$ cat config.mk
export PLATFORM = sky130hd
export DESIGN_NAME = fetch_stage
export DESIGN_NICKNAME = d
export VERILOG_FILES = /design/src/rtl/fetch_stage_pkg.sv /design/src/rtl/fetch_hold_buffer.sv /design/src/rtl/fetch_stage.sv
export SDC_FILE = /design/constraint.sdc
export NUM_CORES = 1
export LEC_CHECK = 0
export CORE_AREA = 2 2 121 123
export CTS_CLUSTER_SIZE = 8
export DETAILED_ROUTE_END_ITERATION = 12
export DIE_AREA = 0 0 123 125
export HOLD_SLACK_MARGIN = 0.06
export PLACE_DENSITY = 0.8
export REMOVE_ABC_BUFFERS = 1
export SYNTH_ARGS = -nofsm -noshare
export SYNTH_HDL_FRONTEND = slang
export SYNTH_SLANG_ARGS = --single-unit
$ cat constraint.sdc
create_clock -name CLK -period 2.05 [get_ports CLK]
set_input_delay 0.41 -clock CLK [delete_from_list [all_inputs] [get_ports CLK]]
set_output_delay 0.41 -clock CLK [all_outputs]
set_load 0.02 [all_outputs]
$ cat src/rtl/fetch_stage_pkg.sv
// rtl/fetch_stage_pkg.sv - shared types and constants for the fetch stage
package fetch_stage_pkg;

  localparam int XLEN = 32;
  localparam logic [XLEN-1:0] NOP_INSTR = 32'h0000_0013;

  typedef enum logic [1:0] {
    SEQ    = 2'd0,
    JALR   = 2'd1,
    BRANCH = 2'd2,
    JAL    = 2'd3
  } pc_sel_t;

  // Bundles of the hazard-unit controls in and the decode-slot view out.
  typedef struct packed {
    logic            pc_enable;
    pc_sel_t         pc_sel;
    logic [XLEN-1:0] jalr_target;
    logic [XLEN-1:0] branch_target;
    logic [XLEN-1:0] jal_target;
    logic            ifde_en;
    logic            ifde_fl;
  } IF_i_t;

  typedef struct packed {
    logic [XLEN-1:0] de_pc;
    logic [XLEN-1:0] de_pc4;
    logic [XLEN-1:0] de_ir;
    logic            de_valid;
  } IF_o_t;

endpackage

$ cat src/rtl/fetch_hold_buffer.sv
// rtl/fetch_hold_buffer.sv - keeps the fetched word across stalls and muxes the decode instruction
module fetch_hold_buffer
  import fetch_stage_pkg::*;
#(
  parameter int               WIDTH = 32,
  parameter logic [WIDTH-1:0] NOP   = WIDTH'(NOP_INSTR)
) (
  input  logic             i_clk,
  input  logic             i_rst_n,
  input  logic             i_flush,
  input  logic             i_advance,
  input  logic             i_req_valid,
  input  logic [WIDTH-1:0] i_rdata,
  output logic [WIDTH-1:0] o_ir
);

  logic [WIDTH-1:0] r_hold_ir;
  logic             r_hold_valid;

  // Capture only on the first stalled edge; later stall edges see memory garbage.
  always_ff @(posedge i_clk or negedge i_rst_n) begin
    if (!i_rst_n) begin
      r_hold_ir    <= NOP;
      r_hold_valid <= 1'b0;
    end else if (i_flush) begin
      r_hold_valid <= 1'b0;
    end else if (!i_advance) begin
      if (i_req_valid && !r_hold_valid) begin
        r_hold_ir    <= i_rdata;
        r_hold_valid <= 1'b1;
      end
    end else begin
      r_hold_valid <= 1'b0;
    end
  end

  assign o_ir = r_hold_valid ? r_hold_ir : (i_req_valid ? i_rdata : NOP);

endmodule

$ cat src/rtl/fetch_stage.sv
// rtl/fetch_stage.sv - program counter, instruction-memory issue and decode-slot presentation
module fetch_stage
  import fetch_stage_pkg::*;
#(
  parameter int               WIDTH    = 32,
  parameter logic [WIDTH-1:0] RESET_PC = '0,
  parameter logic [WIDTH-1:0] NOP      = WIDTH'(NOP_INSTR)
) (
  input  logic             CLK,
  input  logic             RST_N,
  input  logic             pc_enable,
  input  logic [1:0]       if_pc_selection,
  input  logic [WIDTH-1:0] jalr_target,
  input  logic [WIDTH-1:0] branch_target,
  input  logic [WIDTH-1:0] jal_target,
  input  logic             IFDE_en,
  input  logic             IFDE_fl,
  output logic [WIDTH-1:0] imem_addr,
  output logic             imem_rden,
  input  logic [WIDTH-1:0] imem_rdata,
  output logic [WIDTH-1:0] de_pc,
  output logic [WIDTH-1:0] de_pc4,
  output logic [WIDTH-1:0] de_ir,
  output logic             de_valid
);

  logic [WIDTH-1:0] r_pc;
  logic [WIDTH-1:0] r_req_pc;
  logic             r_req_valid;

  pc_sel_t          w_sel;
  logic [WIDTH-1:0] w_target_raw;
  logic [WIDTH-1:0] w_target;
  logic             w_redirect;
  logic             w_issue;

  assign w_sel = pc_sel_t'(if_pc_selection);

  always_comb begin
    w_target_raw = jal_target;
    case (w_sel)
      JALR:    w_target_raw = jalr_target;
      BRANCH:  w_target_raw = branch_target;
      default: w_target_raw = jal_target;
    endcase
  end

  // Bit 0 is always dropped; bit 1 misalignment is trapped elsewhere.
  assign w_target   = {w_target_raw[WIDTH-1:1], 1'b0};
  assign w_redirect = (w_sel != SEQ);
  assign w_issue    = pc_enable & IFDE_en & ~IFDE_fl & ~w_redirect;

  assign imem_rden = RST_N & w_issue;
  assign imem_addr = r_pc;

  always_ff @(posedge CLK or negedge RST_N) begin
    if (!RST_N) begin
      r_pc        <= RESET_PC;
      r_req_pc    <= RESET_PC;
      r_req_valid <= 1'b0;
    end else if (IFDE_fl) begin
      r_req_valid <= 1'b0;
      if (w_redirect) r_pc <= w_target;
    end else if (w_redirect) begin
      r_pc <= w_target;
      if (IFDE_en) r_req_valid <= 1'b0;
    end else if (IFDE_en) begin
      if (pc_enable) begin
        r_req_pc    <= r_pc;
        r_req_valid <= 1'b1;
        r_pc        <= r_pc + WIDTH'(4);
      end else begin
        r_req_valid <= 1'b0;
      end
    end
  end

  fetch_hold_buffer #(
    .WIDTH (WIDTH),
    .NOP   (NOP)
  ) u_hold (
    .i_clk       (CLK),
    .i_rst_n     (RST_N),
    .i_flush     (IFDE_fl),
    .i_advance   (IFDE_en),
    .i_req_valid (r_req_valid),
    .i_rdata     (imem_rdata),
    .o_ir        (de_ir)
  );

  assign de_valid = r_req_valid;
  assign de_pc    = r_req_pc;
  assign de_pc4   = r_req_pc + WIDTH'(4);

endmodule

==> flow_summary.json <==
{
  "top_layer": "met4",
  "area_delta_synth_final_pct": 70.0,
  "grt_use_total": 0.251,
  "synthAdderAreaFrac": 0.0108,
  "yosysWarnings": 0,
  "synth_simple_gate_area_frac": 0.215,
  "tritoncts": "built",
  "violations": "negative setup slack",
  "total_leakage_power_nw": 4.35,
  "crit_family": "simple AND/OR/NAND/NOR gates",
  "netlist_area_um2": 5770,
  "gp_congestion": 0.931,
  "wl_met2_um": 10100,
  "path_common_cell": "buf_4",
  "rr_worst_depth": 7,
  "crit_path_cell_trace": "ha_2, and4_4, nand2b_4, nor3_4, buf_4, nand4_1, xnor2_1, buf_4",
  "hold_viol_final": 0,
  "num_vias": 6406,
  "first_pass_iters": 5,
  "cp.arrival_ns": 2.01,
  "start_util": 0.406,
  "end_kind": "output port",
  "synth_area_per_cell_um2": 8.82,
  "fin_nets": 1142,
  "ios": 265,
  "drive_gt1_frac": 0.262,
  "rsz0062_at_grt": "yes",
  "ys_ff_latch": 96,
  "postCtsHoldBufs": 0,
  "coreArea_um2": 14200,
  "pre_cts_ws_ns": -0.529,
  "synth_edf_count": 0,
  "synth.distinct_cells": 64,
  "crit_slowest_cell": "dfrtp_1",
  "ir_worst_vdd_uv": 509,
  "fin_cells": 1191,
  "htree_levels": 3,
  "clockRootBuffer": "clkbuf_16",
  "finalClockSkew_ns": 0.00960,
  "wire_per_inst_um": 16.9,
  "slew_violations": 0,
  "grt_pass1_wl_um": 31100,
  "synth_compound_area_frac": 0.205,
  "clk_path_buf_depth": 2,
  "drtAntennaViolNets": 0,
  "fin_crit_sh": 1.18,
  "antenna_found_initial": 0,
  "setup_viol": 21,
  "fp-row-count": 44,
  "crit-reg2reg-capture": "imem_addr[26]",
  "die-area_um2": 15400,
  "cp_data_required_time_ns": 1.64,
  "dp.cells": 1167,
  "clk_pin_slew_ns": 0.07,
  "routed_wl_um": 20200,
  "port_buffers": 258,
  "cp_max_fo": 3,
  "synth_most_common_cell": "nand2_1",
  "seqPwrFrac": 0.337,
  "synthMuxAreaShare": 0.0566,
  "wl_met1_um": 8150,
  "p_clk_frac": 0.236,
  "layout_min_cycle_time_ns": 2.42,
  "switching_share": 0.346,
  "drc_errors": 0,
  "synth_ff_type": "dfrtp_1",
  "postSynthCellCount": 654,
  "grt_pass1_vias": 6228,
  "gr-total-overflow": 0,
  "clock_latency_ns": 0.34,
  "synth_top_family_by_area": "simple AND/OR/NAND/NOR gates",
  "p_per_area_nw_per_um2": 771,
  "die_x_um": 123,
  "crit-reg2reg-launch": "imem_addr[3]",
  "viasPerCell": 5.38,
  "worstSetupStartpointType": "flop",
  "die_h_um": 125,
  "worstPathBufferInverterCount": 2,
  "dr_wl_met3_um": 1540,
  "synth_area_leader_cell": "dfrtp_1",
  "pwr-share-comb": 0.427,
  "netlist_top_cells_area": "dfrtp_1, nand2_1, mux2_2, a22o_1, a22oi_1",
  "outcome": "complete, but fails checks",
  "nFillCells": 1140,
  "grt_max_degree": 97,
  "p_int_mw": 4.94,
  "cp.depth": 8,
  "p_switching_mw": 2.62,
  "ys_top_cells_by_count": "nand2_1, dfrtp_1, nor2_1, a21oi_1, a22oi_1",
  "drt_first_iter_violations": 517,
  "layout_setup_ws_ns": -0.366,
  "r2r_slack_ns": 0.06,
  "synth-xor-area-share": 0.0501,
  "criticalPathCategory": "reg -> out",
  "synth_top_area_share": 0.403,
  "relSlewSlack": 0.656,
  "max_stage_delay_ns": 0.40,
  "dp_hpwl_um": 15000,
  "worst_pin_slew_ns": 0.516,
  "max_freq_mhz": 414,
  "async_reset_ff_frac": 1.00,
  "cap_violations": 0,
  "n_antenna_cell": 0,
  "hold_class": "in -> async",
  "cts_made_buffers": 9,
  "cts_sinks": 96,
  "ys_seq_area_frac": 0.417
}
[layout make-up]
cell class / count / area [µm²] / share of cell area
Clock buffer: 11 / 233 / 0.0237
Clock inverter: 5 / 81.3 / 0.00830
Inverter: 14 / 52.6 / 0.00536
Multi-Input combinational cell: 503 / 3340 / 0.341
Sequential cell: 96 / 2410 / 0.245
Tap cell: 184 / 230 / 0.0235
Timing Repair Buffer: 378 / 3460 / 0.353
[metal layers]
metal / GRT usage / vias up
li1: - / 3067
met1: 0.314 / 3001
met2: 0.436 / 304
met3: 0.0516 / 34
met4: 0.0722 / 0
met5: 0 / -
[sequential cells by signal (all words and copies together) (netlist names)]
name,count
u_hold.r_hold_ir,32
u_hold.r_hold_valid,1
de_pc,31
imem_addr,31
de_valid,1
[stage by stage]
step	hold slack, ns	utilization	power (mW)	TNS (ns)	instance area, µm²
2_1_floorplan	0.114	-	3.90	-100.04	5570
3_3_place_gp	0.487	0.655	5.69	-16.77	9310
3_5_place_dp	0.498	0.655	5.75	-20.18	9310
4_1_cts	0.217	0.676	7.47	-7.92	9600
5_1_grt	0.220	0.690	7.95	-8.45	9800
6_report	0.179	0.690	7.56	-5.75	9800
[worst max-delay path by stage]
stage,start,to,slack (ns)
after detailed placement,de_pc[2],de_pc4[20],-0.53
after CTS,de_pc[2],de_pc4[28],-0.46
after floorplan,if_pc_selection[0],imem_addr[30],-1.61
after global routing,de_pc[2],de_pc4[24],-0.51
after global placement,de_pc[2],de_pc4[31],-0.43
final,de_pc[2],de_pc4[18],-0.37
[cells in the final DEF, fill, tap and decap left out, drive strengths merged, types with 7 or more instances in the layout]
cell and instances:
clkdlybuf4s50 195, buf 146, nand2 121, dfrtp 93
nor2 51, a21oi 40, a22oi 31, a22o 29
mux2 29, o21ai 26, clkbuf 26, nand3 23
xnor2 23, nand4 19, clkdlybuf4s15 17, inv 14
nor3 12, xor2 10, and3 9, o22ai 8
a211oi 7
[timing repair]
item,CTS,global route
hold endpoints to repair,0,0
setup buffers,2,7
pin swaps,10,24
gates resized for setup,179,97
setup endpoints to repair,63,71
gates cloned,0,1
[power by group through the flow]
stage	Clock (mW)	Combinational, mW	Sequential (mW)
floorplan	0	0.951	2.95
CTS	1.81	3.13	2.54
detailed placement	0	3.18	2.57
global placement	0	3.14	2.55
global route	1.91	3.45	2.59
finish	1.78	3.23	2.54
[cell families after synthesis]
family,Yosys count
AOI/OAI and AO/OA,172
xor gates and xnor gates,33
adders and majority gates,5
buffers and inverters,57
DFF,96
muxes,29
other,1
and+or+nand+nor,261
No activity file was read; power rests on OpenSTA's default activity.
